--- config.mk ---
export PLATFORM = sky130hd
export DESIGN_NAME = audio_stats_mon_flat
export DESIGN_NICKNAME = d
export VERILOG_FILES = /design/src/rtl/audio_stats_pkg.sv /design/src/rtl/audio_stats_if.sv /design/src/rtl/audio_stats_chan.sv /design/src/rtl/audio_stats_mon.sv /design/src/flat_wrapper.sv
export SDC_FILE = /design/constraint.sdc
export NUM_CORES = 1
export LEC_CHECK = 0
export CORE_MARGIN = 3
export CORE_UTILIZATION = 40
export DETAILED_ROUTE_END_ITERATION = 8
export SLEW_MARGIN = 5
export SYNTH_ARGS = -nofsm -noshare
export SYNTH_HDL_FRONTEND = slang
export SYNTH_SLANG_ARGS = --single-unit
--- constraint.sdc ---
create_clock -name clk -period 7.69 [get_ports clk]
set_input_delay 0.769 -clock clk [delete_from_list [all_inputs] [get_ports clk]]
set_output_delay 0.769 -clock clk [all_outputs]
set_load 0.05 [all_outputs]
--- src/rtl/audio_stats_pkg.sv ---
// audio_stats_pkg: state enum, default parameters and width helpers for audio_stats_mon (no ports)
package audio_stats_pkg;
   typedef enum logic {IDLE, ACCUM} state_t;
   localparam int DEF_NUM_CH   = 2;
   localparam int DEF_SMPL_W   = 16;
   localparam int DEF_LOG2_WIN = 10;
   function automatic int sum_w(input int smpl_w, input int log2_win);
      return smpl_w + log2_win;
   endfunction
   function automatic int xing_w(input int log2_win);
      return log2_win + 1;
   endfunction
endpackage

--- src/rtl/audio_stats_if.sv ---
// audio_stats_if: sample input and window result bundle; master drives samples, slave (monitor) returns stats; clip_out exists only with AUDIO_STATS_CLIP_EN
interface audio_stats_if
   import audio_stats_pkg::*;
#(
   parameter int NUM_CH   = DEF_NUM_CH,
   parameter int SMPL_W   = DEF_SMPL_W,
   parameter int LOG2_WIN = DEF_LOG2_WIN
);
   logic                                 smpl_vld;
   logic [NUM_CH*SMPL_W-1:0]             smpl_in;
   logic                                 clr;
   logic                                 stats_vld;
   logic [NUM_CH*SMPL_W-1:0]             max_out;
   logic [NUM_CH*SMPL_W-1:0]             min_out;
   logic [NUM_CH*SMPL_W-1:0]             avg_out;
   logic [NUM_CH*xing_w(LOG2_WIN)-1:0]   xing_out;
`ifdef AUDIO_STATS_CLIP_EN
   logic [NUM_CH-1:0]                    clip_out;
   modport master (output smpl_vld, smpl_in, clr,
                   input  stats_vld, max_out, min_out, avg_out, xing_out, clip_out);
   modport slave  (input  smpl_vld, smpl_in, clr,
                   output stats_vld, max_out, min_out, avg_out, xing_out, clip_out);
`else
   modport master (output smpl_vld, smpl_in, clr,
                   input  stats_vld, max_out, min_out, avg_out, xing_out);
   modport slave  (input  smpl_vld, smpl_in, clr,
                   output stats_vld, max_out, min_out, avg_out, xing_out);
`endif
endinterface

--- src/rtl/audio_stats_chan.sv ---
// audio_stats_chan: per-channel window max/min/mean/zero-crossing datapath
// Ports: clk, rst_n (async active-low); acc = sample accepted, first/last = window position,
// have_prev = a previous sample exists for crossing detection; smpl = signed sample;
// max_out/min_out/avg_out/xing_out = latched window results; clip_out with AUDIO_STATS_CLIP_EN
module audio_stats_chan
   import audio_stats_pkg::*;
#(
   parameter int SMPL_W   = DEF_SMPL_W,
   parameter int LOG2_WIN = DEF_LOG2_WIN
) (
   input  logic                              clk,
   input  logic                              rst_n,
   input  logic                              acc,
   input  logic                              first,
   input  logic                              last,
   input  logic                              have_prev,
   input  logic signed [SMPL_W-1:0]          smpl,
   output logic signed [SMPL_W-1:0]          max_out,
   output logic signed [SMPL_W-1:0]          min_out,
   output logic signed [SMPL_W-1:0]          avg_out,
   output logic [xing_w(LOG2_WIN)-1:0]       xing_out
`ifdef AUDIO_STATS_CLIP_EN
   ,
   output logic                              clip_out
`endif
);
   localparam int SW = sum_w(SMPL_W, LOG2_WIN);
   localparam int XW = xing_w(LOG2_WIN);
   logic signed [SMPL_W-1:0] max_r, min_r, max_nx, min_nx, avg_nx;
   logic signed [SW-1:0]     sum_r, sum_nx, smpl_ext;
   logic [XW-1:0]            xing_r, xing_nx;
   logic                     prev_sign, xing;
`ifdef AUDIO_STATS_CLIP_EN
   logic                     clip_r, clip_nx;
`endif
   // Next-window-state includes the current sample so the last sample lands in the latched result
   always_comb begin
      smpl_ext = SW'(smpl);
      xing     = have_prev && (smpl[SMPL_W-1] != prev_sign);
      max_nx   = (first || smpl > max_r) ? smpl : max_r;
      min_nx   = (first || smpl < min_r) ? smpl : min_r;
      sum_nx   = first ? smpl_ext : sum_r + smpl_ext;
      xing_nx  = (first ? '0 : xing_r) + XW'(xing);
      avg_nx   = SMPL_W'(sum_nx >>> LOG2_WIN);
`ifdef AUDIO_STATS_CLIP_EN
      clip_nx  = (!first && clip_r) || smpl == {1'b0, {(SMPL_W-1){1'b1}}}
                                    || smpl == {1'b1, {(SMPL_W-1){1'b0}}};
`endif
   end
   always_ff @(posedge clk or negedge rst_n)
      if (!rst_n) begin
         max_r     <= '0;
         min_r     <= '0;
         sum_r     <= '0;
         xing_r    <= '0;
         prev_sign <= 1'b0;
         max_out   <= '0;
         min_out   <= '0;
         avg_out   <= '0;
         xing_out  <= '0;
`ifdef AUDIO_STATS_CLIP_EN
         clip_r    <= 1'b0;
         clip_out  <= 1'b0;
`endif
      end else if (acc) begin
         max_r     <= max_nx;
         min_r     <= min_nx;
         sum_r     <= sum_nx;
         xing_r    <= xing_nx;
         prev_sign <= smpl[SMPL_W-1];
`ifdef AUDIO_STATS_CLIP_EN
         clip_r    <= clip_nx;
`endif
         if (last) begin
            max_out  <= max_nx;
            min_out  <= min_nx;
            avg_out  <= avg_nx;
            xing_out <= xing_nx;
`ifdef AUDIO_STATS_CLIP_EN
            clip_out <= clip_nx;
`endif
         end
      end
endmodule

--- src/rtl/audio_stats_mon.sv ---
// audio_stats_mon: multi-channel audio window statistics monitor (max/min/mean/zero crossings)
// Ports: clk, rst_n (async active-low); bus = audio_stats_if.slave carrying smpl_vld/smpl_in/clr
// in and stats_vld/max_out/min_out/avg_out/xing_out out; clip_out added with AUDIO_STATS_CLIP_EN
// Requires LOG2_WIN >= 1.
module audio_stats_mon
   import audio_stats_pkg::*;
#(
   parameter int NUM_CH   = DEF_NUM_CH,
   parameter int SMPL_W   = DEF_SMPL_W,
   parameter int LOG2_WIN = DEF_LOG2_WIN
) (
   input  logic          clk,
   input  logic          rst_n,
   audio_stats_if.slave  bus
);
   localparam int XW = xing_w(LOG2_WIN);
   state_t                   state, state_nx;
   logic [LOG2_WIN-1:0]      cnt;
   logic                     acc, first, last, have_prev, vld_r;
   logic [NUM_CH*SMPL_W-1:0] max_v, min_v, avg_v;
   logic [NUM_CH*XW-1:0]     xing_v;
`ifdef AUDIO_STATS_CLIP_EN
   logic [NUM_CH-1:0]        clip_v;
`endif
   assign acc       = bus.smpl_vld && !bus.clr;
   assign first     = cnt == '0;
   assign last      = &cnt;
   assign have_prev = state == ACCUM;
   always_ff @(posedge clk or negedge rst_n)
      if (!rst_n) state <= IDLE;
      else        state <= state_nx;
   always_comb begin
      state_nx = state;
      state_nx = bus.clr ? IDLE : acc ? ACCUM : state;
   end
   // clr drops the partial window silently: counter restarts and no pulse is raised
   always_ff @(posedge clk or negedge rst_n)
      if (!rst_n) begin
         cnt   <= '0;
         vld_r <= 1'b0;
      end else begin
         cnt   <= bus.clr ? '0 : acc ? cnt + LOG2_WIN'(1) : cnt;
         vld_r <= acc && last;
      end
   for (genvar k = 0; k < NUM_CH; k++) begin : g_ch
      audio_stats_chan #(.SMPL_W(SMPL_W), .LOG2_WIN(LOG2_WIN)) u_chan (
         .clk       (clk),
         .rst_n     (rst_n),
         .acc       (acc),
         .first     (first),
         .last      (last),
         .have_prev (have_prev),
         .smpl      (bus.smpl_in[k*SMPL_W +: SMPL_W]),
         .max_out   (max_v[k*SMPL_W +: SMPL_W]),
         .min_out   (min_v[k*SMPL_W +: SMPL_W]),
         .avg_out   (avg_v[k*SMPL_W +: SMPL_W]),
         .xing_out  (xing_v[k*XW +: XW])
`ifdef AUDIO_STATS_CLIP_EN
         ,
         .clip_out  (clip_v[k])
`endif
      );
   end
   assign bus.stats_vld = vld_r;
   assign bus.max_out   = max_v;
   assign bus.min_out   = min_v;
   assign bus.avg_out   = avg_v;
   assign bus.xing_out  = xing_v;
`ifdef AUDIO_STATS_CLIP_EN
   assign bus.clip_out  = clip_v;
`endif
endmodule

--- src/flat_wrapper.sv ---
// flat-port wrapper written by rule: the top's interface ports become plain ports
module audio_stats_mon_flat import audio_stats_pkg::*;
#(
   parameter int NUM_CH   = DEF_NUM_CH,
   parameter int SMPL_W   = DEF_SMPL_W,
   parameter int LOG2_WIN = DEF_LOG2_WIN
)
  (clk, rst_n, bus_smpl_vld, bus_smpl_in, bus_clr, bus_stats_vld, bus_max_out, bus_min_out, bus_avg_out, bus_xing_out);
  audio_stats_if #(.NUM_CH(NUM_CH), .SMPL_W(SMPL_W), .LOG2_WIN(LOG2_WIN)) bus_i ();
  input  logic clk;
  input  logic rst_n;
  input wire logic [$bits(bus_i.smpl_vld)-1:0] bus_smpl_vld;
  input wire logic [$bits(bus_i.smpl_in)-1:0] bus_smpl_in;
  input wire logic [$bits(bus_i.clr)-1:0] bus_clr;
  output wire logic [$bits(bus_i.stats_vld)-1:0] bus_stats_vld;
  output wire logic [$bits(bus_i.max_out)-1:0] bus_max_out;
  output wire logic [$bits(bus_i.min_out)-1:0] bus_min_out;
  output wire logic [$bits(bus_i.avg_out)-1:0] bus_avg_out;
  output wire logic [$bits(bus_i.xing_out)-1:0] bus_xing_out;
  assign bus_i.smpl_vld = bus_smpl_vld;
  assign bus_i.smpl_in = bus_smpl_in;
  assign bus_i.clr = bus_clr;
  assign bus_stats_vld = bus_i.stats_vld;
  assign bus_max_out = bus_i.max_out;
  assign bus_min_out = bus_i.min_out;
  assign bus_avg_out = bus_i.avg_out;
  assign bus_xing_out = bus_i.xing_out;
  audio_stats_mon #(.NUM_CH(NUM_CH), .SMPL_W(SMPL_W), .LOG2_WIN(LOG2_WIN)) u_core (.clk(clk), .rst_n(rst_n), .bus(bus_i));
endmodule
==> results summary <==
The run finished with clean final reports. The fraction of post-synthesis cell area in the top cell type by area came out at between 40% and 50%. The final weighted congestion in routability-driven placement is 0.841. STA classifies the critical path startpoint as an input port. The area of the mapped netlist came out at about 16000 sq um. Adding up every negative setup slack in the final design gives 0 ns. The critical path data required time came out at 8.09 ns.

The cell area power density came out at roughly 260 nW/um^2. The via count of the first global-routing pass came out at approximately 12000. The post-place setup slack came out at between 2 and 3 ns. The cell count after placement came out at about 2300. Post-CTS repair changed the size of 0 cells.

The width of the die came out at just over 200 um. The number of endpoints failing setup at the final stage came out at 0. Once the floorplan was initialized, standard cells occupied 40.9% of the core. Sorting the synthesized cells by area gives the leading types as sky130_fd_sc_hd__dfrtp_1, sky130_fd_sc_hd__ha_1, sky130_fd_sc_hd__nand2_1, sky130_fd_sc_hd__o21ai_0, sky130_fd_sc_hd__mux2i_1.

The aggregate routed wire length came out at 38200 um. The maximum resistive drop on vdd came out at ~130 uV. The total routing usage reported by global routing came out at between 10% and 20%.

The repair_antennas step left the layout with diodes totalling 0. After technology mapping, the gate count stands at ~1600. Row generation in the floorplan step produced just over 70 rows. The post-synthesis share of cell area spent on xor and xnor gates came out at under 10%. Of all cell types, the one taking the most synthesized area is sky130_fd_sc_hd__dfrtp_1.

The clock transition at the register clock pins on the worst setup and hold paths after CTS is roughly 0.060 ns. The fraction of the mapped netlist area in adder cells is between 9 and 10%. The die is 203 um tall. The die area is around 41000 sq um. After detailed routing, the number of remaining DRC violations is 0.

The remaining antenna violation count came out at 0. The placed instances occupy a cell area of approximately 18000 sq um. The number of antenna violations at the first check in global routing came out at 0. The per-instance average area after synthesis came out at around 9.4 sq um. For the worst setup path, the data arrival time is ~4.8 ns. The startpoint of the worst setup timing path is bus_smpl_in[15]. The total of warnings raised by yosys is 0. The number of levels in the clock H-tree came out at 2.

The post-layout instance count excluding filler cells came out at approximately 2300. Summed over all nets, the half-perimeter wirelength after detailed placement is 26200 um. The number of clock sinks seen by CTS is 270. The first-iteration detailed-routing DRC count came out at roughly 550. The maximum net fanout on the critical path came out at 25. The placeable core region came out at approximately 38000 sq um. The root buffer cell chosen for the clock tree is sky130_fd_sc_hd__clkbuf_16. The setup slack on the worst flop-to-flop path is about 3.8 ns. The endpoint identified for the worst register-to-register timing path is u_core.g_ch[0].u_chan.min_r[15].

The average vias per placed instance came out at about 5.3. The max-slew violation count was 0. The number of buffers created by CTS came out at 34. TritonCTS built the clock tree.

The number of port buffers came out at between 150 and 200. The flop and latch count out of synthesis is between 200 and 300. The startpoint identified for the worst register-to-register timing path is u_core.cnt[0]. The post-synthesis compound-gate area fraction came out at 16.9%. Setup repair after global routing left no endpoint under its margin. In the synthesized netlist the async set-or-reset flop fraction comes to 100%. For this design, the CTS-stage hold fixing added 0 buffers. No sink is reached through more buffers than the 3 on the longest clock path. Measured against the total synthesized area, the mux share comes to under 10%. In the final routed layout, each cell accounts on average for around 17 um. Across the run, the number of max-cap violations was 0. The largest net degree at the start of global routing is ~120. The depth of the worst register-to-register path is 10. The time the worst path needs with I/O delays and setup came out at 4.42 ns.

The net count reported at finish is around 1900. Across the routed clock network, the largest skew measured is about 0.016 ns. The share of post-route cells with drive strength above 1 came out at under 10%. The boundary pin count is 155.

For this block, the via count after detailed routing is around 12000. In this run the worst hold path is classified as in2async. The synthesized netlist net count is approximately 1800. The number of distinct library cell variants in the gate-level netlist after synthesis came out at 65. Derived from the worst setup path, the maximum achievable clock frequency is roughly 230 MHz. The leading register cell type out of synthesis is sky130_fd_sc_hd__dfrtp_1. Yosys mapped a number of flops with a built-in enable equal to 0. Summing the areas of all and, or, nand and nor instances in the mapped netlist gives roughly an eighth of the synthesized area. The clock latency on the worst-skew pair is around 0.52 ns.

For the pin with the worst max-slew slack, the measured transition is about 1.1 ns. The area added between synthesis and finish came out at 20.4%. By area, the combinational part of the netlist is dominated by compound AO/OA/AOI/OAI gates.

The worst setup path is of the in2reg kind. The number of hold violations in the final report is 0. The period utilization came out at a little under three fifths.

The first detailed-routing pass took 5 iterations. STA classifies the critical path endpoint as a register. The sequential share of the synthesized area is a little over two fifths. In this run the tightest slew margin relative to its limit is 24.7%. The static leakage came out at approximately 8.5 nW. The post-layout instance area came out at between 15000 and 20000 sq um. The setup fix buffers added after clock tree synthesis came out at 0.

The worst path setup slack after routing is ~3.3 ns. The aggregate global routing overflow is 0. The first-pass GRT wire length is roughly 64000 um.
cells in the mapped netlist, types with 19 or more instances:
master                       n
sky130_fd_sc_hd__a21o_1     40
sky130_fd_sc_hd__a21oi_1    95
sky130_fd_sc_hd__a31oi_1    20
sky130_fd_sc_hd__clkbuf_1   59
sky130_fd_sc_hd__dfrtp_1   270
sky130_fd_sc_hd__ha_1      118
sky130_fd_sc_hd__inv_1      72
sky130_fd_sc_hd__mux2_2     55
sky130_fd_sc_hd__mux2i_1    68
sky130_fd_sc_hd__nand2_1   278
sky130_fd_sc_hd__nand3_1    20
sky130_fd_sc_hd__nand4_1    19
sky130_fd_sc_hd__nor2_1     80
sky130_fd_sc_hd__o21ai_0   189
sky130_fd_sc_hd__xnor2_1    32
sky130_fd_sc_hd__xor2_1     35
worst max-delay path: stages:
cell and delay (ns):
sky130_fd_sc_hd__clkdlybuf4s50_1 0.99, sky130_fd_sc_hd__ha_1 0.65, sky130_fd_sc_hd__nand4_1 0.15, sky130_fd_sc_hd__o41ai_1 0.37, sky130_fd_sc_hd__o211a_1 0.75, sky130_fd_sc_hd__nand2b_1 0.70
sky130_fd_sc_hd__mux2_2 0.41
per-layer routing:
layer  global-route usage (%)  part of all wire (%)  vias up
met4                     4.50                   1.8        0
met1                     26.8                    50     5914
met2                     30.0                    45      196
met3                     3.11                   3.8       52
li1                         -                     -     6040
met5                        0                     0        -
report_power, final:
group          total (mW)  internal [mW]  switching, mW
clock                1.69           1.06          0.621
sequential           1.73           1.60          0.131
combinational        1.50          0.665          0.833
total                4.92           3.33           1.59
how the worst max path moves through the flow:
stage | end | slack, ns
3_5_place_dp | u_core.g_ch[0].u_chan.max_r[9] | 2.73
5_1_grt | u_core.g_ch[0].u_chan.max_r[3] | 3.02
2_1_floorplan | u_core.g_ch[0].u_chan.sum_r[22] | 4.43
4_1_cts | u_core.g_ch[0].u_chan.max_r[9] | 3.27
6_report | u_core.g_ch[0].u_chan.max_r[13] | 3.27
3_3_place_gp | u_core.g_ch[0].u_chan.max_r[15] | 2.78
sequential cells by signal, indices dropped and copies added, names as in the netlist:
name                          cells
u_core.g_ch.u_chan.sum_r         52
u_core.g_ch.u_chan.avg_out       32
u_core.g_ch.u_chan.max_out       32
u_core.g_ch.u_chan.max_r         32
u_core.g_ch.u_chan.min_out       32
u_core.g_ch.u_chan.min_r         32
u_core.g_ch.u_chan.xing_out      22
u_core.g_ch.u_chan.xing_r        22
u_core.cnt                       10
u_core.g_ch.u_chan.prev_sign      2
u_core.bus.stats_vld              1
u_core.have_prev                  1
logic make-up after synthesis:
kind of cell	count (synthesis)
fa+ha+maj	120
buf+inv	147
flops	270
xor+xnor	67
simple gates	472
mux	133
compound gates	440
metrics by stage:
step	util, %	total power, mW	hold slack, ns
floorplan	-	2.88	0.437
global placement	46.2	3.22	0.450
detailed placement	46.2	3.25	0.455
CTS	49.3	4.98	0.388
global route	49.3	5.26	0.426
finish	49.3	4.92	0.356
layout by cell type, fill, tap and decap left out, types with 37 or more instances in the layout:
master,synthesis,routed
sky130_fd_sc_hd__inv_1,72,72
sky130_fd_sc_hd__a21oi_1,95,95
sky130_fd_sc_hd__nand2_1,278,278
sky130_fd_sc_hd__o21ai_0,189,189
sky130_fd_sc_hd__ha_1,118,118
sky130_fd_sc_hd__mux2_2,55,55
sky130_fd_sc_hd__clkbuf_16,0,37
sky130_fd_sc_hd__clkdlybuf4s50_1,0,153
sky130_fd_sc_hd__a21o_1,40,40
sky130_fd_sc_hd__nor2_1,80,79
sky130_fd_sc_hd__mux2i_1,68,68
sky130_fd_sc_hd__dfrtp_1,270,270
area by class of cell:
cell class	count	area [sq um]
repair buffers	167	1640
fillers	3658	19300
inverters	72	270
well taps	511	639
multi-input cells	1232	8250
clock inverters	8	143
flip-flops and latches	270	6760
clock buffers	51	1040
No activity file was read; power rests on OpenSTA's default activity.
